**config.mk**
```make
export PLATFORM = sky130hd
export DESIGN_NAME = mem_arbiter_rr
export DESIGN_NICKNAME = d
export VERILOG_FILES = /design/src/rtl/mem_arbiter_rr.sv
export SDC_FILE = /design/constraint.sdc
export NUM_CORES = 1
export LEC_CHECK = 0
export CAP_MARGIN = 20
export CORE_AREA = 2 2 271 273
export DETAILED_ROUTE_END_ITERATION = 16
export DIE_AREA = 0 0 273 275
export HOLD_SLACK_MARGIN = 0.15
export PLACE_DENSITY = 0.42
export REMOVE_ABC_BUFFERS = 1
export SLEW_MARGIN = 20
export SYNTH_ARGS = -nofsm -noshare
export SYNTH_HDL_FRONTEND = slang
export SYNTH_SLANG_ARGS = --single-unit
```
**constraint.sdc**
```tcl
create_clock -name clk -period 6.3 [get_ports clk]
set_input_delay 1.89 -clock clk [delete_from_list [all_inputs] [get_ports clk]]
set_output_delay 1.89 -clock clk [all_outputs]
set_load 0.01 [all_outputs]
```
**src/rtl/mem_arbiter_rr.sv**
```systemverilog
// N-port burst arbiter: L1 cache ports share one memory/L2 burst port.
// One transaction at a time; grant locked IDLE->BUSY->DONE, memory outputs registered.
module mem_arbiter_rr #(
  parameter int NUM_PORTS     = 2,
  parameter int ADDR_W        = 16,
  parameter int DATA_W        = 128,
  parameter int PRIORITY_MODE = 0,
  localparam int GID_W        = (NUM_PORTS > 1) ? $clog2(NUM_PORTS) : 1
) (
  input  logic                          clk,
  input  logic                          reset,
  input  logic [NUM_PORTS-1:0]          port_read,
  input  logic [NUM_PORTS-1:0]          port_write,
  input  logic [NUM_PORTS*ADDR_W-1:0]   port_address,
  input  logic [NUM_PORTS*DATA_W-1:0]   port_wdata,
  output logic [NUM_PORTS-1:0]          port_resp,
  output logic [DATA_W-1:0]             port_rdata,
  output logic                          mem_read,
  output logic                          mem_write,
  output logic [ADDR_W-1:0]             mem_address,
  output logic [DATA_W-1:0]             mem_wdata,
  input  logic                          mem_resp,
  input  logic [DATA_W-1:0]             mem_rdata,
  output logic                          busy,
  output logic [GID_W-1:0]              grant_id
);

  typedef enum logic [1:0] {IDLE, BUSY, DONE} state_t;

  state_t              state_q, state_d;
  logic [GID_W-1:0]    grant_id_q, grant_id_d;
  logic [GID_W-1:0]    rr_ptr_q, rr_ptr_d;
  logic                mem_read_q, mem_read_d;
  logic                mem_write_q, mem_write_d;
  logic [ADDR_W-1:0]   mem_address_q, mem_address_d;
  logic [DATA_W-1:0]   mem_wdata_q, mem_wdata_d;

  logic [NUM_PORTS-1:0] req;
  logic                 any_req;
  logic [GID_W-1:0]     win_lo, win_hi, win_id;
  logic                 has_hi;
  logic [ADDR_W-1:0]    win_addr;
  logic [DATA_W-1:0]    win_wdata;
  logic                 win_rd, win_wr;

  // Round-robin: lowest requester above rr_ptr, otherwise wrap to the lowest overall.
  // NOTE: every always_comb output gets a default first so no path leaves it unassigned (no latch).
  always_comb begin
    req     = port_read | port_write;
    any_req = |req;
    win_lo  = '0;
    win_hi  = '0;
    has_hi  = 1'b0;
    for (int i = NUM_PORTS - 1; i >= 0; i--) begin
      if (req[i]) begin
        win_lo = GID_W'(i);
        if (i > int'(rr_ptr_q)) begin
          win_hi = GID_W'(i);
          has_hi = 1'b1;
        end
      end
    end
    if (PRIORITY_MODE == 1) win_id = win_lo;
    else                    win_id = has_hi ? win_hi : win_lo;
    win_addr  = port_address[int'(win_id)*ADDR_W +: ADDR_W];
    win_wdata = port_wdata[int'(win_id)*DATA_W +: DATA_W];
    win_rd    = port_read[win_id];
    win_wr    = port_write[win_id];
  end

  always_comb begin
    state_d       = state_q;
    grant_id_d    = grant_id_q;
    rr_ptr_d      = rr_ptr_q;
    mem_read_d    = mem_read_q;
    mem_write_d   = mem_write_q;
    mem_address_d = mem_address_q;
    mem_wdata_d   = mem_wdata_q;
    case (state_q)
      IDLE: begin
        if (any_req) begin
          state_d       = BUSY;
          grant_id_d    = win_id;
          if (PRIORITY_MODE == 0) rr_ptr_d = win_id;
          mem_address_d = win_addr;
          mem_wdata_d   = win_wdata;
          // Write wins when a port raises both strobes.
          mem_write_d   = win_wr;
          mem_read_d    = win_rd & ~win_wr;
        end
      end
      BUSY: begin
        if (mem_resp) begin
          state_d     = DONE;
          mem_read_d  = 1'b0;
          mem_write_d = 1'b0;
        end
      end
      DONE:    state_d = IDLE;
      default: state_d = IDLE;
    endcase
  end

  // NOTE: sequential state uses non-blocking assignments so all registers update together.
  always_ff @(posedge clk or posedge reset) begin
    if (reset) begin
      state_q       <= IDLE;
      grant_id_q    <= '0;
      rr_ptr_q      <= GID_W'(NUM_PORTS - 1);
      mem_read_q    <= 1'b0;
      mem_write_q   <= 1'b0;
      mem_address_q <= '0;
      mem_wdata_q   <= '0;
    end else begin
      state_q       <= state_d;
      grant_id_q    <= grant_id_d;
      rr_ptr_q      <= rr_ptr_d;
      mem_read_q    <= mem_read_d;
      mem_write_q   <= mem_write_d;
      mem_address_q <= mem_address_d;
      mem_wdata_q   <= mem_wdata_d;
    end
  end

  always_comb begin
    port_resp = '0;
    for (int i = 0; i < NUM_PORTS; i++) begin
      port_resp[i] = (state_q == BUSY) && mem_resp && (int'(grant_id_q) == i);
    end
  end

  assign port_rdata  = mem_rdata;
  assign mem_read    = mem_read_q;
  assign mem_write   = mem_write_q;
  assign mem_address = mem_address_q;
  assign mem_wdata   = mem_wdata_q;
  assign grant_id    = grant_id_q;
  assign busy        = (state_q != IDLE);

endmodule

```
Yosys cells after proc, flatten, opt, wreduce, memory -nomap -nowiden
Index checks and enable logic that the tools add are counted.
{"block": "op_classes", "n_shift": 2, "order_cmp": 2, "n_bitwise": 4, "muxes": 17, "eq_ne": 3, "n_reduce_logical": 10}
{"operator": "$shiftx 256x9->128", "n": 1}
{"operator": "$shiftx 32x6->16", "n": 1}
{"operator": "$mux 1", "n": 12}
{"operator": "$mux 2", "n": 2}
{"operator": "$ne 2x2->1 const B", "n": 2}
{"operator": "$pmux 1 s2", "n": 2}
{"operator": "$pmux 2 s2", "n": 1}
{"operator": "$reduce_and 2->1", "n": 2}
{"operator": "$reduce_bool 2->1", "n": 2}
{"operator": "$logic_and 1x1->1", "n": 3}
{"operator": "$reduce_and 3->1", "n": 1}
{"operator": "$eq 2x1->1 const B", "n": 1}
{"operator": "$logic_not 2->1", "n": 1}
{"operator": "$lt 1x2->1 const B", "n": 1}
{"operator": "$not 1->1", "n": 2}
{"operator": "$or 2x2->2", "n": 1}
{"operator": "$reduce_or 2->1", "n": 1}
{"operator": "$and 1x1->1", "n": 1}
{"operator": "$gt 1x1->1 const A", "n": 1}
{"block": "word_totals", "input_bits": 423, "register_bits": 150, "output_inout_bits": 278, "elab_cells": 45}

Longest topological paths before layout
Gate-level depths: netlist of the first run.
{"block": "logic_depth", "depth_word": 10, "mapped_depth": 7, "depth_no_buf": 4}

Least setup slack after synthesis of the first run
No wires, ideal clock.
{"block": "synth_path", "path_kind": "input -> output", "from": "in mem_resp", "to": "out port_resp[0]", "stages": 2, "path_slack_ns": 2.207, "path_buffers": 0, "required_time_ns": 4.410, "t_arrival_ns": 2.203, "path_cell_list": "nand3b_1 nor2_1"}
{"block": "synth_between", "elab_chain_len": 2}
{"item": "start: declaration", "line_no": "22", "rtl": "input logic mem_resp,"}
{"item": "$logic_and 1x1->1 (2 in a row)", "line_no": "128", "rtl": "port_resp[i] = (state_q == BUSY) && mem_resp && (int'(grant_id_q) == i);"}
{"item": "end: declaration", "line_no": "16", "rtl": "output logic [NUM_PORTS-1:0] port_resp,"}
No other way between the ends.

Worst setup path after layout of the first run
Same ends and word-level chain as after synthesis.

==> results.py, run 1 <==
metrics = {
    "logic_synthesis": {
        "synth.yosys.seq_area_share_pct": 48.0,
        "avgSynthCellArea_um2": 8.25,
        "synth_area_mm2": 0.00781,
        "synthCells": 947,
        "ys_ff_latch": 150,
        "synth_enable_flop_cells": 0,
        "yosysWarnings": 0,
        "synth_ff_type": "dfrtp_1",
        "synthAdderAreaFrac_pct": 0,
        "synth_top_family_by_area": "compound AO/OA/AOI/OAI gates",
        "muxShareOfSynthArea_pct": 0,
        "synth-simple-area-share_pct": 14.6,
        "async_flop_share_pct": 100,
        "synth_cell_types": 24,
        "synth_xor_area_share_pct": 0,
        "synth_compound_area_share_pct": 19.5,
    },
    "global_routing": {
        "grt_usage_pct": 14.9,
        "grt-ovfl-total": 0,
        "grt_pass1_wl_um": 74200,
        "antenna_found_initial": 0,
        "grt_pass1_vias": 7781,
        "grt_max_degree": 88,
    },
    "finish": {
        "finalNetCount": 1648,
        "fin_cells": 2197,
        "nFillCells": 8118,
        "n_antenna_cell": 0,
        "multi_input_area_mm2": 0.00270,
        "layout_common_cells": "clkdlybuf4s50_1, a21oi_1, nor2_1, dfrtp_1, nand2_1",
        "syn_to_final_growth_pct": 64.4,
        "regArea_mm2": 0.00375,
        "final_core_util_pct": 17.8,
        "mostFrequentLayoutCell": "clkdlybuf4s50_1",
        "drive_gt1_share_pct": 4.12,
    },
    "floorplanning": {
        "std_cell_rows": 99,
        "coreArea_mm2": 0.0723,
        "io_pins": 701,
        "die_h_um": 275,
        "die_w_um": 273,
        "initial_core_util_pct": 10.8,
        "dieArea_mm2": 0.0751,
    },
    "worst_setup_path": {
        "path_class": "input pin to output pin",
        "crit_path_max_fanout": 5,
        "cpMostUsedCell": "clkdlybuf4s50_1",
        "required_ps": 4410,
        "max_stage_delay_ps": 580,
        "critPathSlowestCell": "clkdlybuf4s50_1",
        "end_kind": "output pin",
        "cp.arrival_ps": 3360,
        "start_kind": "input pin",
        "worstPathCellList": "clkdlybuf4s50_1, nand3b_1, nor2_1, clkdlybuf4s50_1",
    },
    "clock_network": {
        "cts.clk_slew.worst_paths_ps": 60,
        "cts_setup_buffers": 0,
        "cts_buffers": 17,
        "insertion_delay_ps": 480,
        "hold_buffers": 0,
        "clock-sinks": 150,
        "cts_resized": 0,
        "htreeDepth": 4,
        "clock-root-buffer": "clkbuf_16",
        "tritoncts": "built",
        "clockBufferDepth": 2,
    },
    "sta": {
        "rsz0062_at_grt": "false",
        "finClkSkew_ps": 12.9,
        "period_needed_ps": 5250,
        "tightestPinTransition_ps": 863,
        "max_freq_mhz": 191,
        "finalHoldViolations": 0,
        "whs_ps": 500,
        "period_share_pct": 83.3,
        "slew_viol_final": 0,
        "slew_headroom_pct": 42.5,
        "setup_violations": 0,
    },
    "routing": {
        "wl_met1_um": 23100,
        "antenna_left": 0,
        "dr_wl_met3_um": 13200,
        "first_pass_iters": 4,
        "wl_met2_um": 19700,
        "first_iter_violations": 515,
        "vias": 8246,
        "routed.top_layer": "met5",
        "drc": 0,
        "wire_per_inst_um": 26.4,
        "vias_per_cell": 3.75,
        "routed_wl_um": 57900,
    },
    "placed_design": {
        "hpwlAfterDp_um": 43100,
        "gp_congestion": 0.760,
        "dp_cells": 2165,
        "io_buffers": 444,
    },
    "power": {
        "power.leakage_nw": 4.89,
        "ir_drop_mv": 0.195,
        "power_density_mw_per_mm2": 473,
    },
    "outcome": {
        "outcome": "complete, no violations",
    },
    "min_path": {
        "worstHoldPathType": "flop to flop",
    },
    "run": {
        "drv_cap": 0,
    },
}
logic make-up after synthesis:
kind of cell	Yosys count
flops	150
buf+inv	198
compound gates	299
simple gates	300
per-stage QoR:
stage                     power [mW]  setup TNS [ps]  worst slack [ps]  area (um2)
after global placement          5.01               0              1040       12200
after detailed placement        5.03               0              1040       12200
after floorplan                 3.40         -548820             -4360        6440
after CTS                       6.21               0              1030       12900
final                           6.08               0              1050       12900
after global routing            6.55               0               975       12900
sequential cells by signal, indices dropped and copies added, names as in the netlist:
name and flops:
grant_id 1, mem_address 16, mem_read 1, mem_wdata 128
mem_write 1, rr_ptr_q 1, state_q 2
final timing paths:
kind,cells past startpoint,endpoint,from,slack (ps)
worst min-delay path,2,rr_ptr_q,rr_ptr_q,500
max in group asynchronous,3,rr_ptr_q,reset,3440
worst min register to register,2,rr_ptr_q,rr_ptr_q,500
min in group asynchronous,2,mem_wdata[89],reset,1870
worst max-delay path,4,port_resp[0],mem_resp,1050
worst max register to register,5,mem_wdata[81],rr_ptr_q,4260
synth_stat cells, types with 2 or more instances:
cell      count  area share (%)
nor2_1      149             7.2
nand2_1     145             7.0
inv_1         5            0.24
buf_4       136              13
buf_6        13             1.9
dfrtp_1     149              48
nand2b_1      2            0.16
buf_2        32             2.0
clkbuf_1     11            0.53
a21oi_1     284              18
a21oi_2       5            0.56
o21ai_0       4            0.26
layout make-up:
class                      count  area share (%)
timing repair buffer         452            35.5
sequential                   150            29.2
multi-input combinational    599            21.0
tap                          959            9.34
clock buffer                  18            3.42
clock inverter                14            1.28
inverter                       5           0.185
power by group:
group | internal [mW] | leakage, nW | switching, mW
logic | 1.48 | 2.92 | 1.71
clock network | 0.605 | 0.287 | 0.519
registers | 1.47 | 1.69 | 0.304
worst max-delay path, delay by kind of cell:
kind	cells	cell delay, ps
and+or+nand+nor	2	400
buffers and inverters	2	1080
routing by layer:
metal / GRT usage (%) / up-vias
met4: 3.31 / 18
met5: 12.0 / -
met1: 16.8 / 3836
li1: - / 3540
met3: 16.3 / 59
met2: 17.1 / 793
Note: power is estimated with default switching activity, not from simulation.
==> inputs of run 2 (changes only) <==
- clock period: 6.3 -> 4.9 ns (I/O delays scaled with it)
==> results.py, run 2 (synthesis results as in run 1) <==
metrics = {
    "outcome": {
        "outcome": "complete, no violations",
    },
    "sta": {
        "period_share_pct": 88.8,
        "whs_ps": 498,
        "tightestPinTransition_ps": 703,
        "setup_violations": 0,
        "rsz0062_at_grt": "false",
        "slew_headroom_pct": 53.1,
        "fin_ws_ps": 550,
        "max_freq_mhz": 230,
        "slew_viol_final": 0,
        "period_needed_ps": 4350,
        "finalHoldViolations": 0,
        "finClkSkew_ps": 12.9,
    },
    "routing": {
        "vias_per_cell": 3.71,
        "first_iter_violations": 530,
        "wire_per_inst_um": 25.9,
        "routed_wl_um": 57200,
        "drc": 0,
        "first_pass_iters": 7,
        "antenna_left": 0,
        "vias": 8188,
    },
    "global_routing": {
        "antenna_found_initial": 0,
        "met2_usage_pct": 17.1,
        "grt_max_degree": 112,
        "grt_usage_pct": 14.8,
        "top_usage_layer": "met1",
        "grt_pass1_vias": 8137,
        "gr-usage-met1_pct": 17.7,
        "grt_pass1_wl_um": 74600,
        "grt-ovfl-total": 0,
        "met3_usage_pct": 15.2,
    },
    "floorplanning": {
        "io_pins": 701,
        "die_w_um": 273,
        "initial_core_util_pct": 10.8,
        "dieArea_mm2": 0.0751,
        "die_h_um": 275,
        "std_cell_rows": 99,
        "coreArea_mm2": 0.0723,
    },
    "placed_design": {
        "io_buffers": 444,
        "placed_area_mm2": 0.0124,
        "hpwlAfterDp_um": 43400,
        "dp_slack_ps": 545,
        "dp_cells": 2174,
        "gp_congestion": 0.760,
    },
    "finish": {
        "syn_to_final_growth_pct": 65.3,
        "layout_common_cells": "clkdlybuf4s50_1, a21oi_1, nor2_1, dfrtp_1, nand2_1",
        "fin_cells": 2206,
        "n_antenna_cell": 0,
        "final_area_mm2": 0.0129,
        "finalNetCount": 1657,
        "drive_gt1_share_pct": 4.57,
        "mostFrequentLayoutCell": "clkdlybuf4s50_1",
        "largest_reg_flops": 128,
    },
    "worst_setup_path": {
        "cp-startpoint": "mem_resp",
        "r2r-start": "state_q[1]",
        "end_kind": "output pin",
        "cp.arrival_ps": 2880,
        "path_class": "input pin to output pin",
        "crit_path_max_fanout": 5,
        "rrSetupSlack_ps": 2950,
        "required_ps": 3430,
        "rr_endpoint": "mem_wdata[124]",
        "start_kind": "input pin",
        "worstRegToRegCells": 5,
    },
    "min_path": {
        "min_to": "rr_ptr_q",
        "holdPathStages": 2,
        "min_from": "rr_ptr_q",
        "worstHoldPathType": "flop to flop",
    },
    "clock_network": {
        "cts_setup_buffers": 0,
        "cts_buffers": 17,
        "clock-root-buffer": "clkbuf_16",
        "clockBufferDepth": 2,
        "insertion_delay_ps": 470,
        "cts.clk_slew.worst_paths_ps": 60,
        "cts_resized": 0,
        "tritoncts": "built",
        "hold_buffers": 0,
        "clock-sinks": 150,
        "htreeDepth": 4,
    },
    "power": {
        "ir_drop_mv": 0.196,
        "power_density_mw_per_mm2": 605,
        "power.leakage_nw": 4.93,
    },
    "run": {
        "drv_cap": 0,
    },
}
## run 2: cell count changes in the layout (fill, tap and decap cells not counted)
cell	previous run	this run
inv_8	1	0
clkbuf_1	0	3
buf_4	3	9
inv_6	7	1
clkinvlp_4	3	4
clkbuf_8	1	0
buf_12	5	8
clkinv_2	0	3
clkinv_4	2	3
## run 2: metal layers
layer  routed length [um]  share of wire, %
met1                24000                42
met2                19600                34
met3                12100                21
met4                  741               1.3
met5                  707               1.2
## run 2: worst max path at each step
stage,to,slack (ps),depth (start not counted)
2_1_floorplan,grant_id,-5340,3
3_3_place_gp,port_resp[0],510,4
3_5_place_dp,port_resp[0],540,4
4_1_cts,port_resp[0],540,4
5_1_grt,port_resp[0],430,4
6_report,port_resp[1],550,4
## run 2: final cells by class
| type | count | area (um2) |
|---|---|---|
| flip-flops and latches | 150 | 3750 |
| clock inverters | 12 | 131 |
| clock buffers | 20 | 437 |
| well taps | 959 | 1200 |
| fillers | 8128 | 59400 |
| multi-input cells | 599 | 2700 |
| inverters | 5 | 23.8 |
| repair buffers | 461 | 4670 |
## run 2: metrics by stage
stage          total power, mW  setup TNS [ps]  util, %
5_1_grt                   8.42               0     17.9
3_3_place_gp              6.52               0     17.1
2_1_floorplan             4.26         -782990        -
4_1_cts                   7.99               0     17.9
3_5_place_dp              6.54               0     17.1
6_report                  7.82               0     17.9
## run 2: where the power goes
| group | total [mW] | internal, mW | switching, mW | leakage [nW] |
|---|---|---|---|---|
| sequential | 2.27 | 1.89 | 0.383 | 1.69 |
| combinational | 4.18 | 1.96 | 2.22 | 2.97 |
| clock | 1.37 | 0.748 | 0.618 | 0.266 |
| total | 7.82 | 4.59 | 3.23 | 4.93 |
## run 2: critical path: stages
cell and delay [ps]:
clkdlybuf4s50_1 490, nand3b_1 190, nor2_1 170, clkdlybuf4s50_1 570
==> inputs of run 3 (changes only) <==
- CORE_AREA: 2 2 271 273 -> 3 3 272 274
- DIE_AREA: 0 0 273 275 -> 0 0 275 277
- GPL_ROUTABILITY_DRIVEN: unset -> 0
==> results.py, run 3 (synthesis results as in run 1) <==
metrics = {
    "outcome": {
        "outcome": "complete, no violations",
    },
    "worst_setup_path": {
        "critPathSlowestCell": "clkdlybuf4s50_1",
        "max_stage_delay_ps": 550,
        "worstRegToRegCells": 5,
        "required_ps": 3430,
        "path_class": "input pin to output pin",
        "rrSetupSlack_ps": 2760,
        "rr_endpoint": "mem_address[13]",
        "end_kind": "output pin",
        "start_kind": "input pin",
        "cpMostUsedCell": "clkdlybuf4s50_1",
        "cp.arrival_ps": 2840,
        "crit_path_max_fanout": 5,
        "worstPathCellList": "clkdlybuf4s50_1, nand3b_1, nor2_1, clkdlybuf4s50_1",
        "r2r-start": "rr_ptr_q",
    },
    "sta": {
        "rsz0062_at_grt": "false",
        "slew_viol_final": 0,
        "finClkSkew_ps": 21.3,
        "slew_headroom_pct": 29.7,
        "tightestPinTransition_ps": 1050,
        "fin_ws_ps": 587,
        "finalHoldViolations": 0,
        "period_needed_ps": 4310,
        "period_share_pct": 88.0,
        "setup_violations": 0,
        "max_freq_mhz": 232,
    },
    "power": {
        "power_density_mw_per_mm2": 616,
        "comb_power_share_pct": 52.4,
        "fin_total_pwr_mw": 7.95,
        "ir_drop_mv": 0.470,
        "power.leakage_nw": 4.93,
        "pwr-share-clk_pct": 18.5,
        "switchingPower_mw": 3.27,
        "internal-power_mw": 4.68,
        "p_sw_share_pct": 41.1,
        "pwr-share-seq_pct": 29.1,
    },
    "global_routing": {
        "grt_usage_pct": 14.8,
        "grt_pass1_wl_um": 76000,
        "grt_pass1_vias": 8219,
        "grt-ovfl-total": 0,
        "grt_max_degree": 147,
        "antenna_found_initial": 0,
    },
    "min_path": {
        "min_from": "rr_ptr_q",
        "holdPathStages": 2,
        "worstHoldPathType": "flop to flop",
        "min_to": "rr_ptr_q",
    },
    "placed_design": {
        "io_buffers": 444,
        "dp_slack_ps": 585,
        "hpwlAfterDp_um": 43800,
    },
    "run": {
        "drv_cap": 0,
    },
    "clock_network": {
        "cts_resized": 0,
        "insertion_delay_ps": 470,
        "tritoncts": "built",
        "cts.clk_slew.worst_paths_ps": 80,
        "clock-root-buffer": "clkbuf_16",
        "htreeDepth": 4,
        "clock-sinks": 150,
        "cts_setup_buffers": 0,
        "clockBufferDepth": 2,
        "hold_buffers": 0,
        "cts_buffers": 17,
    },
    "routing": {
        "drc": 0,
        "wire_per_inst_um": 26.5,
        "vias": 8141,
        "antenna_left": 0,
        "vias_per_cell": 3.72,
        "first_iter_violations": 486,
        "routed_wl_um": 57900,
        "first_pass_iters": 5,
    },
    "finish": {
        "mostFrequentLayoutCell": "clkdlybuf4s50_1",
        "final_core_util_pct": 18.0,
        "layout_common_cells": "clkdlybuf4s50_1, a21oi_1, nor2_1, dfrtp_1, nand2_1",
        "syn_to_final_growth_pct": 65.3,
        "drive_gt1_share_pct": 4.11,
        "nFillCells": 8034,
        "n_antenna_cell": 0,
        "finalNetCount": 1651,
        "largest_reg_flops": 128,
    },
    "floorplanning": {
        "die_w_um": 275,
        "die_h_um": 277,
        "initial_core_util_pct": 10.9,
        "dieArea_mm2": 0.0762,
        "coreArea_mm2": 0.0716,
        "io_pins": 701,
        "std_cell_rows": 98,
    },
}
-- run 3: cell count changes in the layout (fill, tap and decap cells not counted) --
| cell | before | now |
|---|---|---|
| clkinv_4 | 3 | 2 |
| bufinv_16 | 2 | 4 |
| buf_4 | 9 | 3 |
| clkinv_2 | 3 | 2 |
| clkinvlp_4 | 4 | 3 |
| buf_12 | 8 | 7 |
| inv_6 | 1 | 2 |
| clkbuf_1 | 3 | 2 |
| buf_16 | 0 | 1 |
-- run 3: power by group through the flow --
stage	Clock, mW	Combinational (mW)	Sequential, mW
after floorplan	0	1.75	2.51
after global placement	0	4.18	2.31
after detailed placement	0	4.21	2.34
after CTS	1.55	4.22	2.33
after global routing	1.60	4.56	2.40
final	1.47	4.17	2.31
-- run 3: layout make-up --
type / instances / area (um2) / area share, %
Timing Repair Buffer: 455 / 4630 / 35.9
Multi-Input combinational cell: 599 / 2700 / 20.9
Clock inverter: 12 / 179 / 1.39
Sequential cell: 150 / 3750 / 29.1
Tap cell: 950 / 1190 / 9.20
Clock buffer: 19 / 433 / 3.35
Inverter: 5 / 23.8 / 0.184
-- run 3: stage by stage --
stage	hold slack, ps	instance area, um2	TNS [ps]	std cells
3_5_place_dp	489	12300	0	2158
4_1_cts	500	12900	0	2189
5_1_grt	552	12900	0	2190
3_3_place_gp	484	12300	0	2158
2_1_floorplan	469	6440	-782990	754
6_report	503	12900	0	2190
-- run 3: how the worst max path moves through the flow --
stage | slack, ps | startpoint | to
2_1_floorplan | -5340 | port_write[0] | grant_id
3_3_place_gp | 580 | mem_resp | port_resp[0]
3_5_place_dp | 580 | mem_resp | port_resp[0]
4_1_cts | 580 | mem_resp | port_resp[0]
5_1_grt | 520 | mem_resp | port_resp[1]
6_report | 590 | mem_resp | port_resp[0]
-- run 3: routing by layer --
layer / share of wire, % / global-route usage [%] / up-vias
met4: 1.3 / 3.44 / 20
met3: 19 / 13.6 / 45
met2: 35 / 17.4 / 664
li1: - / - / 3542
met5: 1.7 / 8.02 / -
met1: 43 / 18.4 / 3870
-- run 3: worst max-delay path, delay by kind of cell --
kind | cells | cell delay (ps)
buf+inv | 2 | 1030
simple gates | 2 | 340
